`src/rtl/ram_access_master_pkg.sv`:
```
// Shared defaults and issue-FSM state type for the RAM access master slice.
package ram_access_master_pkg;

  localparam int unsigned RAM_ADDR_WIDTH = 16;
  localparam int unsigned RAM_DATA_WIDTH = 32;

  typedef enum logic {
    ST_IDLE  = 1'b0,
    ST_ISSUE = 1'b1
  } issue_state_e;

endpackage

```
`src/rtl/ram_access_master_sync_fifo.sv`:
```
// Show-ahead synchronous FIFO; count carries one extra bit so full and empty are distinct.
module sync_fifo #(
  parameter int unsigned WIDTH = 8,
  parameter int unsigned DEPTH = 4
) (
  input  logic                     clk,
  input  logic                     rst_n,
  input  logic                     push,
  input  logic                     pop,
  input  logic [WIDTH-1:0]         wdata,
  output logic [WIDTH-1:0]         rdata,
  output logic                     full,
  output logic                     empty,
  output logic [$clog2(DEPTH):0]   count
);
  localparam int unsigned AW = $clog2(DEPTH);
  localparam logic [AW:0] DEPTH_C = (AW+1)'(DEPTH);

  logic [WIDTH-1:0] r_mem [DEPTH];
  logic [AW-1:0]    r_wr_ptr;
  logic [AW-1:0]    r_rd_ptr;
  logic [AW:0]      r_count;
  logic             w_do_push;
  logic             w_do_pop;

  assign full      = (r_count == DEPTH_C);
  assign empty     = (r_count == '0);
  assign count     = r_count;
  assign w_do_push = push && !full;
  assign w_do_pop  = pop && !empty;
  assign rdata     = empty ? '0 : r_mem[r_rd_ptr];

  always_ff @(posedge clk or negedge rst_n) begin
    if (!rst_n) begin
      r_wr_ptr <= '0;
      r_rd_ptr <= '0;
      r_count  <= '0;
    end else begin
      if (w_do_push) r_wr_ptr <= r_wr_ptr + AW'(1);
      if (w_do_pop)  r_rd_ptr <= r_rd_ptr + AW'(1);
      case ({w_do_push, w_do_pop})
        2'b10:   r_count <= r_count + (AW+1)'(1);
        2'b01:   r_count <= r_count - (AW+1)'(1);
        default: r_count <= r_count;
      endcase
    end
  end

  always_ff @(posedge clk) begin
    if (w_do_push) r_mem[r_wr_ptr] <= wdata;
  end

endmodule

```
`src/rtl/ram_access_master.sv`:
```
// Single-port RAM initiator: queues client commands, issues them in order and
// returns read data in order through a credit-limited response FIFO.
module ram_access_master
  import ram_access_master_pkg::*;
#(
  parameter int unsigned ADDR_WIDTH = RAM_ADDR_WIDTH,
  parameter int unsigned DATA_WIDTH = RAM_DATA_WIDTH,
  parameter int unsigned FIFO_DEPTH = 4,
  parameter int unsigned RD_LATENCY = 1
) (
  input  logic                  clk,
  input  logic                  rst_n,
  input  logic                  cmd_valid,
  output logic                  cmd_ready,
  input  logic                  cmd_we,
  input  logic [ADDR_WIDTH-1:0] cmd_addr,
  input  logic [DATA_WIDTH-1:0] cmd_wdata,
  output logic                  rsp_valid,
  input  logic                  rsp_ready,
  output logic [DATA_WIDTH-1:0] rsp_rdata,
  output logic [ADDR_WIDTH-1:0] ram_addr,
  output logic                  ram_we,
  output logic [DATA_WIDTH-1:0] ram_wdata,
  input  logic [DATA_WIDTH-1:0] ram_rdata
);
  localparam int unsigned   CMD_W   = 1 + ADDR_WIDTH + DATA_WIDTH;
  localparam int unsigned   CW      = $clog2(FIFO_DEPTH) + 1;
  localparam logic [CW-1:0] DEPTH_C = CW'(FIFO_DEPTH);

  issue_state_e          r_state;
  issue_state_e          w_state_nxt;
  logic [CMD_W-1:0]      w_cmd_head;
  logic                  w_cmd_full;
  logic                  w_cmd_empty;
  logic                  w_cmd_push;
  logic [CW-1:0]         w_cmd_count;
  logic                  w_head_we;
  logic [ADDR_WIDTH-1:0] w_head_addr;
  logic [DATA_WIDTH-1:0] w_head_wdata;
  logic                  w_rsp_full;
  logic                  w_rsp_empty;
  logic                  w_rsp_pop;
  logic [CW-1:0]         w_rsp_count;
  logic                  w_capture;
  logic                  w_credit_ok;
  logic                  w_pop;
  logic                  w_rd_issue;
  logic [CW-1:0]         r_outstanding;
  logic [RD_LATENCY:0]   r_rd_tag;
  logic [ADDR_WIDTH-1:0] r_ram_addr;
  logic                  r_ram_cmd_we;
  logic [DATA_WIDTH-1:0] r_ram_wdata;

  assign cmd_ready  = rst_n && (w_cmd_count < DEPTH_C);
  assign w_cmd_push = cmd_valid && cmd_ready;

  sync_fifo #(
    .WIDTH (CMD_W),
    .DEPTH (FIFO_DEPTH)
  ) u_cmd_fifo (
    .clk   (clk),
    .rst_n (rst_n),
    .push  (w_cmd_push),
    .pop   (w_pop),
    .wdata ({cmd_we, cmd_addr, cmd_wdata}),
    .rdata (w_cmd_head),
    .full  (w_cmd_full),
    .empty (w_cmd_empty),
    .count (w_cmd_count)
  );

  assign {w_head_we, w_head_addr, w_head_wdata} = w_cmd_head;

  // Reads in flight plus buffered responses may never exceed the response FIFO.
  assign w_credit_ok = ({1'b0, r_outstanding} + {1'b0, w_rsp_count}) < {1'b0, DEPTH_C};

  always_ff @(posedge clk or negedge rst_n) begin
    if (!rst_n) r_state <= ST_IDLE;
    else        r_state <= w_state_nxt;
  end

  always_comb begin
    w_state_nxt = ST_IDLE;
    if (!w_cmd_empty && (w_head_we || w_credit_ok)) w_state_nxt = ST_ISSUE;
  end

  always_comb begin
    w_pop      = 1'b0;
    w_rd_issue = 1'b0;
    if (w_state_nxt == ST_ISSUE) begin
      w_pop      = 1'b1;
      w_rd_issue = !w_head_we;
    end
  end

  always_ff @(posedge clk or negedge rst_n) begin
    if (!rst_n) begin
      r_ram_addr   <= '0;
      r_ram_cmd_we <= 1'b0;
      r_ram_wdata  <= '0;
    end else if (w_pop) begin
      r_ram_addr   <= w_head_addr;
      r_ram_cmd_we <= w_head_we;
      r_ram_wdata  <= w_head_wdata;
    end
  end

  // r_state is ISSUE exactly for the cycle a popped command sits on the port.
  assign ram_addr  = r_ram_addr;
  assign ram_wdata = r_ram_wdata;
  assign ram_we    = (r_state == ST_ISSUE) && r_ram_cmd_we;

  assign w_capture = r_rd_tag[RD_LATENCY];

  always_ff @(posedge clk or negedge rst_n) begin
    if (!rst_n) begin
      r_rd_tag      <= '0;
      r_outstanding <= '0;
    end else begin
      r_rd_tag <= {r_rd_tag[RD_LATENCY-1:0], w_rd_issue};
      case ({w_rd_issue, w_capture})
        2'b10:   r_outstanding <= r_outstanding + CW'(1);
        2'b01:   r_outstanding <= r_outstanding - CW'(1);
        default: r_outstanding <= r_outstanding;
      endcase
    end
  end

  assign w_rsp_pop = rsp_valid && rsp_ready;
  assign rsp_valid = !w_rsp_empty;

  sync_fifo #(
    .WIDTH (DATA_WIDTH),
    .DEPTH (FIFO_DEPTH)
  ) u_rsp_fifo (
    .clk   (clk),
    .rst_n (rst_n),
    .push  (w_capture),
    .pop   (w_rsp_pop),
    .wdata (ram_rdata),
    .rdata (rsp_rdata),
    .full  (w_rsp_full),
    .empty (w_rsp_empty),
    .count (w_rsp_count)
  );

  a_no_cmd_overflow: assert property (@(posedge clk) disable iff (!rst_n) !(w_cmd_push && w_cmd_full));
  a_no_rsp_overflow: assert property (@(posedge clk) disable iff (!rst_n) !(w_capture && w_rsp_full));

endmodule

```
`config.mk`:
```
export PLATFORM = sky130hd
export DESIGN_NAME = ram_access_master
export DESIGN_NICKNAME = d
export VERILOG_FILES = /design/src/rtl/ram_access_master_pkg.sv /design/src/rtl/ram_access_master_sync_fifo.sv /design/src/rtl/ram_access_master.sv
export SDC_FILE = /design/constraint.sdc
export NUM_CORES = 1
export LEC_CHECK = 0
export ABC_CLOCK_PERIOD_IN_PS = 2700
export CELL_PAD_IN_SITES_DETAIL_PLACEMENT = 1
export CELL_PAD_IN_SITES_GLOBAL_PLACEMENT = 1
export CORE_ASPECT_RATIO = 2
export CORE_MARGIN = 10
export CORE_UTILIZATION = 35
export CTS_BUF_LIST = sky130_fd_sc_hd__clkbuf_4 sky130_fd_sc_hd__clkbuf_8 sky130_fd_sc_hd__clkbuf_16
export DETAILED_ROUTE_END_ITERATION = 10
export PLACE_DENSITY_LB_ADDON = 0.2
export SYNTH_ARGS = -nofsm -noshare
export SYNTH_HDL_FRONTEND = slang
export SYNTH_SLANG_ARGS = --single-unit
```
`constraint.sdc`:
```
create_clock -name clk -period 2.7 [get_ports clk]
set_input_delay 0.81 -clock clk [delete_from_list [all_inputs] [get_ports clk]]
set_output_delay 0.81 -clock clk [all_outputs]
set_load 0.1 [all_outputs]
```
==> results.tsv <==
metric	value	unit
antenna violations before repair	3	
# DRC	0	
gr ovfl total	0	
crit start category	flop	
Slew Limit Fails	0	
WS Path Type	flop to primary output	
most frequent cell after synthesis	edfxtp_1	
vias per cell	4.80	
final setup vio count	32	
chip width	166	µm
Synth async-reset ratio	17.6	%
Initial Utilization	35.3	%
mean area per synthesized cell	22.5	µm²
Clock transition at path regs	0.07	ns
Seq/Total Area, Yosys	76.5	%
vias	6958	
clk sink count	393	
share of layout cells above drive strength 1	38.6	%
DR iter-0 viols	232	
highest clock rate	0.344	GHz
post-layout minimum cycle time	2.91	ns
Max-cap violations	0	
WL final	32900	µm
detailed placer's ending HPWL	20600	µm
area taken by flip-flops and latches	11500	µm²
CTS buffer count	39	
Worst Tran Pin Value	0.940	ns
Yosys warnings	0	
Tcrit/Tclk final	108	%
first-pass GRT wire length	50900	µm
Die Y	313	µm
synth cell count leaders	324 x edfxtp_1, 81 x mux4_2, 69 x dfrtp_1, 48 x mux2_4, 39 x and2_1	
core area	42400	µm²
Yosys reg bits	393	
Layout area overhead	28.3	%
CTS tree	built	
Syn Inst Count	667	
Clock Tree Buf Depth	3	
multi-input combinational cell area	3400	µm²
count of non-filler cells in the finished layout	1451	
Min-Delay Path Class	input pin to asynchronous set/reset pin	
CP Capture Type	primary output	
top cells by area, synth	edfxtp_1 65%, mux4_2 12%, dfrtp_1 12%	
required time of the critical path	1.89	ns
failing checks	setup timing	
port bufs	167	
synthesized cell area	15000	µm²
final setup margin	-0.209	ns
die area	52000	µm²
number of nets in the layout	979	
Routed WL per cell	22.7	µm
num ports	168	
DRT Pass-1 Iters	4	
pin count of the biggest net entering global routing	62	
final hold violations	0	
dpl cells	1376	
Final Skew	0.0226	ns
fill cell count	3842	
Worst-Skew Late Latency	0.53	ns
crit path DAT	2.10	ns
Critical Path Fanout Max	7	
gpl congestion	0.682	
Root Driver	clkbuf_16	
vias in the first global route	7978	
Primary FF master, synth	edfxtp_1	
antenna fix cells	0	
RSZ-0062 raised after global routing	true	
outcome	finished, violations left	
syn_nets	768	
ANT nets after route	0	
total track usage	12.6	%
EDFF count, synth	324	
Synth area leader	edfxtp_1	
Synth top area share	64.9	%
Slew headroom	37.4	%
Rows	107	
Yosys cell types	27	
H-tree Lvls	2	
## critical path, stage by stage, from the launching register on
cell,delay (ns)
dfrtp_2,0.42
buf_12,0.14
buf_12,0.13
mux4_2,0.53
and2_4,0.19
buf_12,0.16
## area by class of cell
cell class / instances / share of cell area, %
Sequential cell: 393 / 59.6
Multi-Input combinational cell: 228 / 17.7
Timing Repair Buffer: 198 / 12.3
Clock buffer: 51 / 5.54
Tap cell: 545 / 3.55
Clock inverter: 18 / 0.944
Inverter: 18 / 0.351
## repair_timing
item,CTS,global route
buffers inserted,3,1
gates cloned,1,1
gates resized for setup,31,4
endpoints found under the setup margin,32,32
hold buffers,0,0
## logic make-up (layout without fill, tap and decap cells)
family          Yosys count  count (layout)  share of synthesized area (%)
compound gates            7               7                          0.267
fa+ha+maj                16              16                           1.49
mux                     131             131                           17.1
simple gates             59              59                           2.31
flops                   393             393                           76.5
xor+xnor                 15              15                          0.877
buf+inv                  46             285                           1.48
## registers in the layout, summed over array words and instances, names as in the netlist
register,cells
ram_addr,16
r_ram_cmd_we,1
ram_wdata,32
u_cmd_fifo.count,3
u_rsp_fifo.r_wr_ptr,2
u_rsp_fifo.r_rd_ptr,2
r_rd_tag,2
r_outstanding,3
u_cmd_fifo.r_mem,196
r_state,1
u_cmd_fifo.r_wr_ptr,2
u_rsp_fifo.r_mem,128
u_rsp_fifo.count,3
u_cmd_fifo.r_rd_ptr,2
## per-stage QoR
step | hold WS [ns] | instance area, µm² | setup TNS, ns | utilization, % | worst slack [ns]
global placement | 0.336 | 17800 | 0 | 42.0 | 0.125
CTS | 0.170 | 19200 | -5.19 | 45.2 | -0.218
finish | 0.195 | 19200 | -5.14 | 45.3 | -0.209
global route | 0.185 | 19200 | -7.30 | 45.3 | -0.271
floorplan | 0.331 | 15000 | 0 | - | 0.0468
detailed placement | 0.342 | 17800 | 0 | 42.0 | 0.113
## routing by layer
metal | global-route usage (%) | routed length [µm] | vias up
li1 | - | - | 3067
met3 | 3.43 | 1860 | 45
met5 | 0 | 52 | -
met4 | 3.69 | 708 | 6
met2 | 22.9 | 17700 | 186
met1 | 14.0 | 12500 | 3654
## worst paths after layout
check / slack [ns] / cells past startpoint / startpoint / end
setup / recovery: -0.21 / 5 / u_rsp_fifo.r_rd_ptr[0]$_DFFE_PN0P_ / rsp_rdata[17]
hold / removal: 0.20 / 2 / rst_n / ram_addr[2]$_DFFE_PN0P_
setup reg to reg: 0.24 / 10 / u_rsp_fifo.count[2]$_DFFE_PN0P_ / r_outstanding[2]$_DFFE_PN0P_
hold reg to reg: 0.35 / 0 / r_rd_tag[0]$_DFF_PN0_ / r_rd_tag[1]$_DFF_PN0_
max in group asynchronous: 1.28 / 3 / rst_n / u_cmd_fifo.r_rd_ptr[0]$_DFFE_PN0P_
min in group clk: 0.35 / 0 / r_rd_tag[0]$_DFF_PN0_ / r_rd_tag[1]$_DFF_PN0_
## layout by cell type, fill, tap and decap left out, types with 2 or more instances in the layout
| master | instances |
|---|---|
| edfxtp_1 | 324 |
| clkdlybuf4s50_1 | 83 |
| mux4_2 | 81 |
| dfrtp_1 | 66 |
| buf_4 | 61 |
| buf_12 | 50 |
| mux2_4 | 48 |
| clkbuf_16 | 40 |
| and2_4 | 32 |
| inv_1 | 18 |
| ha_1 | 13 |
| clkbuf_4 | 12 |
| xor2_1 | 9 |
| and2_1 | 7 |
| xnor2_1 | 6 |
| nand2_1 | 5 |
| o21ai_0 | 5 |
| clkinv_4 | 5 |
| clkinv_1 | 5 |
| and3_2 | 4 |
| clkinv_2 | 4 |
| nor2_1 | 3 |
| fa_1 | 3 |
| bufinv_16 | 3 |
| nor3_1 | 2 |
| or3_1 | 2 |
| mux2i_1 | 2 |
| buf_6 | 2 |
| dfrtp_2 | 2 |
Power is not shown: default switching activity piles up to over one toggle a cycle in this logic, so the estimate is an artifact.
